## config.mk

```make
export PLATFORM = sky130hd
export DESIGN_NAME = pwm_ramp_sequencer
export DESIGN_NICKNAME = d
export VERILOG_FILES = /design/src/rtl/pwm_ramp_sequencer_pkg.sv /design/src/rtl/periode_teller.sv /design/src/rtl/pwm_ramp_sequencer.sv
export SDC_FILE = /design/constraint.sdc
export NUM_CORES = 1
export LEC_CHECK = 0
export ABC_CLOCK_PERIOD_IN_PS = 1850
export CAP_MARGIN = 20
export CORE_ASPECT_RATIO = 0.8
export CORE_MARGIN = 8
export CORE_UTILIZATION = 43
export DETAILED_ROUTE_END_ITERATION = 8
export PLACE_DENSITY = 0.66
export SYNTH_ARGS = -nofsm -noshare
export SYNTH_HDL_FRONTEND = slang
export SYNTH_SLANG_ARGS = --single-unit
```

## constraint.sdc

```tcl
create_clock -name clk -period 1.85 [get_ports clk]
set_clock_uncertainty 0.15 [all_clocks]
set_input_delay 0.2775 -clock clk [delete_from_list [all_inputs] [get_ports clk]]
set_output_delay 0.2775 -clock clk [all_outputs]
set_load 0.1 [all_outputs]
```

## src/rtl/pwm_ramp_sequencer_pkg.sv

```systemverilog
// Shared types and constants for the cradle-motor PWM ramp sequencer and its level-to-duty mapper.
package pwm_ramp_sequencer_pkg;

  typedef enum logic [1:0] {IDLE, RAMP, STEADY, STOP} state_t;

  localparam int unsigned PERIODE_DEFAULT = 24000;
  localparam int unsigned NIVEAU_MAX      = 4;

  typedef logic [2:0]  niveau_t;
  typedef logic [15:0] duty_t;

  function automatic niveau_t clamp_niveau(input niveau_t doel);
    return (doel > niveau_t'(NIVEAU_MAX)) ? niveau_t'(NIVEAU_MAX) : doel;
  endfunction

endpackage

```

## src/rtl/periode_teller.sv

```systemverilog
// Free-running PWM period counter: counts 0..PERIODE-1, flags the last count and pulses at count 0.
module periode_teller
  import pwm_ramp_sequencer_pkg::*;
#(
  parameter int unsigned PERIODE = PERIODE_DEFAULT
) (
  input  logic  clk,
  input  logic  rst_n,
  output duty_t cnt,
  output logic  wrap,
  output logic  periode_start
);

  localparam duty_t LAST = duty_t'(PERIODE - 1);

  assign wrap = (cnt == LAST);

  // periode_start is registered from wrap so it lines up with the cycle where cnt is 0
  always_ff @(posedge clk) begin
    if (!rst_n) begin
      cnt           <= '0;
      periode_start <= 1'b0;
    end else begin
      cnt           <= wrap ? '0 : cnt + 16'd1;
      periode_start <= wrap;
    end
  end

endmodule

```

## src/rtl/pwm_ramp_sequencer.sv

```systemverilog
// Soft-start/soft-stop level sequencer for the cradle motor; duty and level only change on period boundaries.
// Optional emergency stop input is enabled with `define PWM_NOODSTOP_EN.
module pwm_ramp_sequencer
  import pwm_ramp_sequencer_pkg::*;
#(
  parameter int unsigned PERIODE       = PERIODE_DEFAULT,
  parameter int unsigned STAP_PERIODES = 50
) (
  input  logic        clk,
  input  logic        rst_n,
  input  logic        enable,
  input  logic [2:0]  doel_niveau,
  output logic [2:0]  niveau,
  input  logic [15:0] duty_in,
  output logic        pwm_out,
  output logic        periode_start,
  output logic        busy
`ifdef PWM_NOODSTOP_EN
  ,
  input  logic        noodstop
`endif
);

  localparam int SW = (STAP_PERIODES > 1) ? $clog2(STAP_PERIODES) : 1;
  typedef logic [SW-1:0] stap_t;
  localparam stap_t STAP_LAST = stap_t'(STAP_PERIODES - 1);

  state_t  state;
  duty_t   cnt;
  duty_t   compare;
  stap_t   stap_cnt;
  logic    wrap;
  niveau_t doel_c;
  logic    stap_klaar;

  assign doel_c     = clamp_niveau(doel_niveau);
  assign stap_klaar = (stap_cnt == STAP_LAST);

  periode_teller #(
    .PERIODE(PERIODE)
  ) u_periode_teller (
    .clk          (clk),
    .rst_n        (rst_n),
    .cnt          (cnt),
    .wrap         (wrap),
    .periode_start(periode_start)
  );

  // Everything except pwm_out moves only at the last count, so the mapper gets a full period to settle
  always_ff @(posedge clk) begin
    if (!rst_n) begin
      state    <= IDLE;
      niveau   <= '0;
      compare  <= '0;
      stap_cnt <= '0;
      pwm_out  <= 1'b0;
      busy     <= 1'b0;
    end
`ifdef PWM_NOODSTOP_EN
    else if (noodstop) begin
      state    <= IDLE;
      niveau   <= '0;
      compare  <= '0;
      stap_cnt <= '0;
      pwm_out  <= 1'b0;
      busy     <= 1'b0;
    end
`endif
    else begin
      pwm_out <= (state != IDLE) && (cnt < compare);
      if (wrap) begin
        compare <= duty_in;
        case (state)
          IDLE: begin
            if (enable) begin
              state    <= RAMP;
              busy     <= 1'b1;
              niveau   <= '0;
              stap_cnt <= '0;
            end
          end
          RAMP: begin
            if (!enable) begin
              state    <= STOP;
              stap_cnt <= '0;
            end else if (niveau == doel_c) begin
              state    <= STEADY;
              busy     <= 1'b0;
              stap_cnt <= '0;
            end else if (stap_klaar) begin
              stap_cnt <= '0;
              niveau   <= (doel_c > niveau) ? niveau + 3'd1 : niveau - 3'd1;
            end else begin
              stap_cnt <= stap_cnt + stap_t'(1);
            end
          end
          STEADY: begin
            if (!enable) begin
              state    <= STOP;
              busy     <= 1'b1;
              stap_cnt <= '0;
            end else if (doel_c != niveau) begin
              state    <= RAMP;
              busy     <= 1'b1;
              stap_cnt <= '0;
            end
          end
          STOP: begin
            // re-enabling resumes the ramp from wherever the ramp-down has got to
            if (enable) begin
              state    <= RAMP;
              stap_cnt <= '0;
            end else if (stap_klaar) begin
              stap_cnt <= '0;
              if (niveau == '0) begin
                state <= IDLE;
                busy  <= 1'b0;
              end else begin
                niveau <= niveau - 3'd1;
              end
            end else begin
              stap_cnt <= stap_cnt + stap_t'(1);
            end
          end
          default: begin
            state    <= IDLE;
            busy     <= 1'b0;
            niveau   <= '0;
            stap_cnt <= '0;
          end
        endcase
      end
    end
  end

endmodule

```

### Yosys cells after proc, flatten, opt, wreduce, memory -nomap -nowiden

Index checks and enable logic that the tools add are counted.

* register bits: 46
* input bits: 22
* output and inout bits: 6

* $add $sub $neg: 4
* $lt $le $gt $ge: 3
* equal/unequal tests: 20
* multiplexer cells: 36
* bitwise logic cells: 1
* reductions and logical operators: 10

Operators with widths (count)
* $mux W6: 7
* $mux W3: 9
* $pmux W6 S4: 1
* $ne A2 B2 Y1 const B: 9
* $add A16 B1 Y16 const B: 1
* $eq A16 B15 Y1 const B: 1
* $lt A16 B16 Y1: 1
* $mux W2: 8
* $ne A3 B3 Y1 const B: 4
* $pmux W3 S3: 1
* $reduce_and A9 Y1: 1
* $mux W1: 8
* $pmux W2 S4: 1
* $reduce_and A8 Y1: 1
* $add A6 B1 Y6 const B: 1
* $eq A6 B6 Y1 const B: 1
* $reduce_and A6 Y1: 1
* $eq A2 B2 Y1 const B: 2
* $pmux W1 S4: 1
* $add A3 B1 Y3 const B: 1
* $eq A3 B3 Y1: 1
* $gt A3 B3 Y1: 1
* $gt A3 B3 Y1 const B: 1
* $logic_not A3 Y1: 1
* other kinds (10): 10

### Depth between registers and ports, before layout

* word-level depth: 8
* mapped depth: 8
* gate-level depth less buffers: 8

### Cells and area by module

Synthesis repeated with hierarchy kept, for this count alone.

* cell total of the unflattened synthesis: 306
* area, all modules: 2757.6 µm²

By module, submodules not included
* pwm_ramp_sequencer: instances 1, cells an instance 223, area each 1933.1 µm², sequential area each 580.6 µm²
* periode_teller: instances 1, cells an instance 83, area each 824.5 µm², sequential area each 340.3 µm²

### Worst setup path after synthesis

No wires, ideal clock.

* path type: reg-to-reg
* from: register niveau[1]
* to: register stap_cnt[4]
* arrival time: 2.488 ns
* required time: 1.613 ns
* setup slack: -0.875 ns
* cell stages (with the launch flop): 8
* buffers on the path: 0
* period minus slack after synthesis: 2.725 ns
* cells stage by stage: dfxtp_1 -> inv_1 -> ha_1 -> nand3_1 -> and3_1 -> o2111ai_1 -> or2_1 -> o31ai_1

* longest elaborated chain between the ends: 4

Ends and longest elaborated chain
* start, declared: RTL line pwm_ramp_sequencer.sv:13 `output logic [2:0] niveau,`
* start signal, assigned: RTL line pwm_ramp_sequencer.sv:92 `niveau <= (doel_c > niveau) ? niveau + 3'd1 : niveau - 3'd1;`
* start signal, assigned: RTL line pwm_ramp_sequencer.sv:119 `niveau <= niveau - 3'd1;`
* $eq A3 B3 Y1: RTL line pwm_ramp_sequencer.sv:86 `end else if (niveau == doel_c) begin`
* $mux W6: RTL line pwm_ramp_sequencer.sv:86
* $mux W6: RTL line pwm_ramp_sequencer.sv:83 `if (!enable) begin`
* $pmux W6 S4: RTL line pwm_ramp_sequencer.sv:73 `case (state)`
* end signal, assigned: RTL line pwm_ramp_sequencer.sv:94 `stap_cnt <= stap_cnt + stap_t'(1);`
* end signal, assigned: RTL line pwm_ramp_sequencer.sv:122 `stap_cnt <= stap_cnt + stap_t'(1);`
* end, declared: RTL line pwm_ramp_sequencer.sv:31 `stap_t stap_cnt;`

Several ways; a longest one is shown, not always the timed one.
A chain may end at the register's enable or synchronous reset.

### Worst setup path after layout

* from: register u_periode_teller.cnt[6]
* to: register niveau[1]

* longest elaborated chain between the ends: 2

Ends and longest elaborated chain
* start, declared: RTL line periode_teller.sv:9 `output duty_t cnt,`
* start signal, assigned: RTL line periode_teller.sv:24 `cnt <= wrap ? '0 : cnt + 16'd1;`
* $eq A16 B15 Y1: RTL line periode_teller.sv:16 `assign wrap = (cnt == LAST);`
* $reduce_and A9 Y1 (no line)

No other way between the ends.

==> summary.txt <==
Worst hold path
  – Hold path depth: 2
  – HP Class: flop to flop
  – Worst hold start: compare[7]$_SDFFE_PN0P_
  – Worst Hold Path EP: compare[7]$_SDFFE_PN0P_

Placed design
  – Post-DP HPWL: 4.66 mm
  – Final Wtd Congestion: 0.867
  – Port bufs: 27

Clock network
  – Clock Latency Late Sink: 0.29 ns
  – Clk sinks: 46
  – CTS tree: built
  – Clock transition at path regs: 0.09 ns
  – CTS root buffer: clkbuf_8
  – TritonCTS Buffers: 5
  – # H-tree levels: 2
  – Deepest clock path buffer count: 2

Global route
  – Vias in the first global route: 2405
  – Global routing usage on met2: 24.3%
  – Pin count of the biggest net entering global routing: 18
  – GRT Util Overall: 15.2%
  – Congestion Overflow GR: 0
  – Grt peak-use layer: met2
  – GR Layer Usage met3: 3.43%
  – Met1 Use GR: 19.7%
  – Global-route wire length before repair: 10.8 mm
  – Antenna violations before repair: 0

STA
  – Max_slew headroom: 76.1%
  – Setup TNS: -3.26 ns
  – Worst Tran Pin Value: 0.357 ns
  – RSZ-0062 raised after global routing: yes
  – Final min period: 1.98 ns
  – Final setup viols: 42
  – Max Fclk: 504 MHz
  – Final setup margin: -0.134 ns
  – Final Hold Viols: 0
  – Final Max Slew Viols: 0
  – Crit share post-route: 107%

Finish
  – Commonest cells after routing, fill and taps aside: dfxtp_1 (40), buf_4 (39), nand2_1 (33)
  – Final net count: 434
  – N_diodes: 0
  – Commonest non-fill, non-tap cell in the layout: dfxtp_1
  – Layout cells sized above 1: 35.5%
  – Area Growth Syn to Fin: 48.7%

Worst setup path
  – Crit Path Max Fanout: 3
  – Setup CP Type: flop to flop
  – Startpoint Class: flop
  – Crit. End Element: flop
  – WP data required: 1.92 ns
  – R2R Path End: niveau[1]$_SDFFE_PN0P_
  – Worst Reg2Reg Path Length in Cells: 6
  – FF-to-FF Start: u_periode_teller.cnt[6]$_SDFF_PP0_
  – Reg2Reg Setup Slack: -0.13 ns
  – Arrival @ worst endpoint: 2.05 ns

Yosys
  – Post-synth EDFFs: 0
  – Synth async-reset ratio: 0%
  – Top cell type's share of synthesized area: 35.8%
  – Synthesized area: 2570 µm²
  – Synthesized Nets: 362
  – Register area share after synthesis: 35.8%
  – Synth top area cells: dfxtp_1 (36%), ha_1 (12%), nand2_1 (7.3%)
  – Distinct cells, synth: 46
  – Yosys top cell by area: dfxtp_1
  – Synth Instances: 316
  – Yosys Warn Count: 0
  – Seq cells post-synth: 46
  – Dominant synthesized flop cell: dfxtp_1
  – Syn_area_per_cell: 8.15 µm²

Power
  – Peak supply drop: 0.000297 V
  – LEAKAGE: 1.52 nW
  – Power per cell area: 492 nW/µm²
  – Overall power: 1.88 mW

Floorplan
  – Die Area: 8740 µm²
  – Ports: 28
  – Cell row count: 25
  – Core Footprint: 5850 µm²
  – Die H: 85.2 µm
  – Starting Density: 44.0%
  – Die width: 103 µm

Route
  – Via density per instance: 5.11
  – Drt initial violations: 82
  – Detailed-route via count: 2401
  – Avg WL per Cell: 13.8 µm
  – Routed wire length: 6.48 mm
  – Antenna viol nets, final: 0
  – DRC viols: 0
  – First-pass DRT Iterations: 4

Status
  – Violated checks: setup timing
  – Status: finished with violations

Run
  – MaxCap Viol Count: 0
layer usage:
metal	vias to the layer above	wire [µm]	share of wire (%)
met5	-	0	0
met4	0	52	0.80
met3	4	248	3.8
met1	1129	3120	48
met2	36	3060	47
li1	1232	-	-
registers in the layout, indices dropped and copies added (netlist names):
signal                          count
busy                                1
compare                            16
niveau                              3
pwm_out                             1
stap_cnt                            6
state                               2
u_periode_teller.cnt               16
u_periode_teller.periode_start      1
cell type report:
type                       count  area, µm²
fill                         492       2020
timing repair buffer          76        748
tap                           81        101
sequential                    46        936
clock buffer                   8        101
inverter                      23       88.8
multi-input combinational    236       1850
worst max-delay path: stages, from the launching register on:
cell and delay [ns]:
dfxtp_2 0.33, or4b_4 0.55, nor2_4 0.17, nand4_4 0.16, a2111oi_4 0.29, nand3_1 0.12
a21oi_1 0.15
cells by family after synthesis:
kind of cell	after synthesis	synth area share (%)
DFF	46	35.8
AOI/OAI and AO/OA	66	16.1
muxes	2	0.826
and+or+nand+nor	131	25.7
xor gates and xnor gates	13	4.42
adders and majority gates	24	11.7
buffers and inverters	34	5.49
worst max-delay path by stage:
stage | cells past startpoint | slack [ns] | endpoint | from
detailed placement | 8 | -0.59 | stap_cnt[5]$_SDFFE_PN0P_ | doel_niveau[1]
global placement | 8 | -0.50 | stap_cnt[4]$_SDFFE_PN0P_ | doel_niveau[1]
CTS | 6 | -0.13 | stap_cnt[4]$_SDFFE_PN0P_ | u_periode_teller.cnt[6]$_SDFF_PP0_
floorplan | 8 | -0.15 | niveau[2]$_SDFFE_PN0P_ | niveau[2]$_SDFFE_PN0P_
finish | 6 | -0.13 | niveau[1]$_SDFFE_PN0P_ | u_periode_teller.cnt[6]$_SDFF_PP0_
global route | 6 | -0.22 | niveau[1]$_SDFFE_PN0P_ | u_periode_teller.cnt[6]$_SDFF_PP0_
through the flow:
step / hold slack (ns) / utilization (%) / worst slack [ns] / instance area [µm²] / std cells
after CTS: 0.310 / 63.1 / -0.134 / 3690 / 469
after detailed placement: 0.297 / 58.0 / -0.586 / 3390 / 458
final: 0.309 / 65.5 / -0.134 / 3830 / 470
after global routing: 0.327 / 65.5 / -0.217 / 3830 / 470
after global placement: 0.291 / 58.0 / -0.498 / 3390 / 458
after floorplan: 0.263 / - / -0.151 / 2670 / 316
Yosys cell counts (all sizes together), types with 2 or more instances:
| cell type | number |
|---|---|
| nand2 | 50 |
| dfxtp | 46 |
| a21oi | 28 |
| nor2 | 27 |
| ha | 24 |
| inv | 23 |
| o21ai | 16 |
| nand3 | 13 |
| and3 | 8 |
| nand4 | 8 |
| xor2 | 8 |
| clkbuf | 7 |
| nor2b | 7 |
| nand2b | 6 |
| a21o | 5 |
| xnor2 | 5 |
| buf | 4 |
| a211oi | 3 |
| o31ai | 3 |
| and4 | 2 |
| o2111ai | 2 |
| o21a | 2 |
| o31a | 2 |
| or2 | 2 |
| or3 | 2 |
report_power, final:
group,switching [mW],internal [mW]
Combinational,0.0898,0.116
Clock,0.334,0.350
Sequential,0.00419,0.990
timing repair:
item	in CTS	in global routing
resized for setup	52	33
endpoints found under the setup margin	44	44
buffers inserted	2	1
hold buffers	0	0
gates cloned	1	0
pin swaps	41	21
No activity file was read; power rests on OpenSTA's default activity.
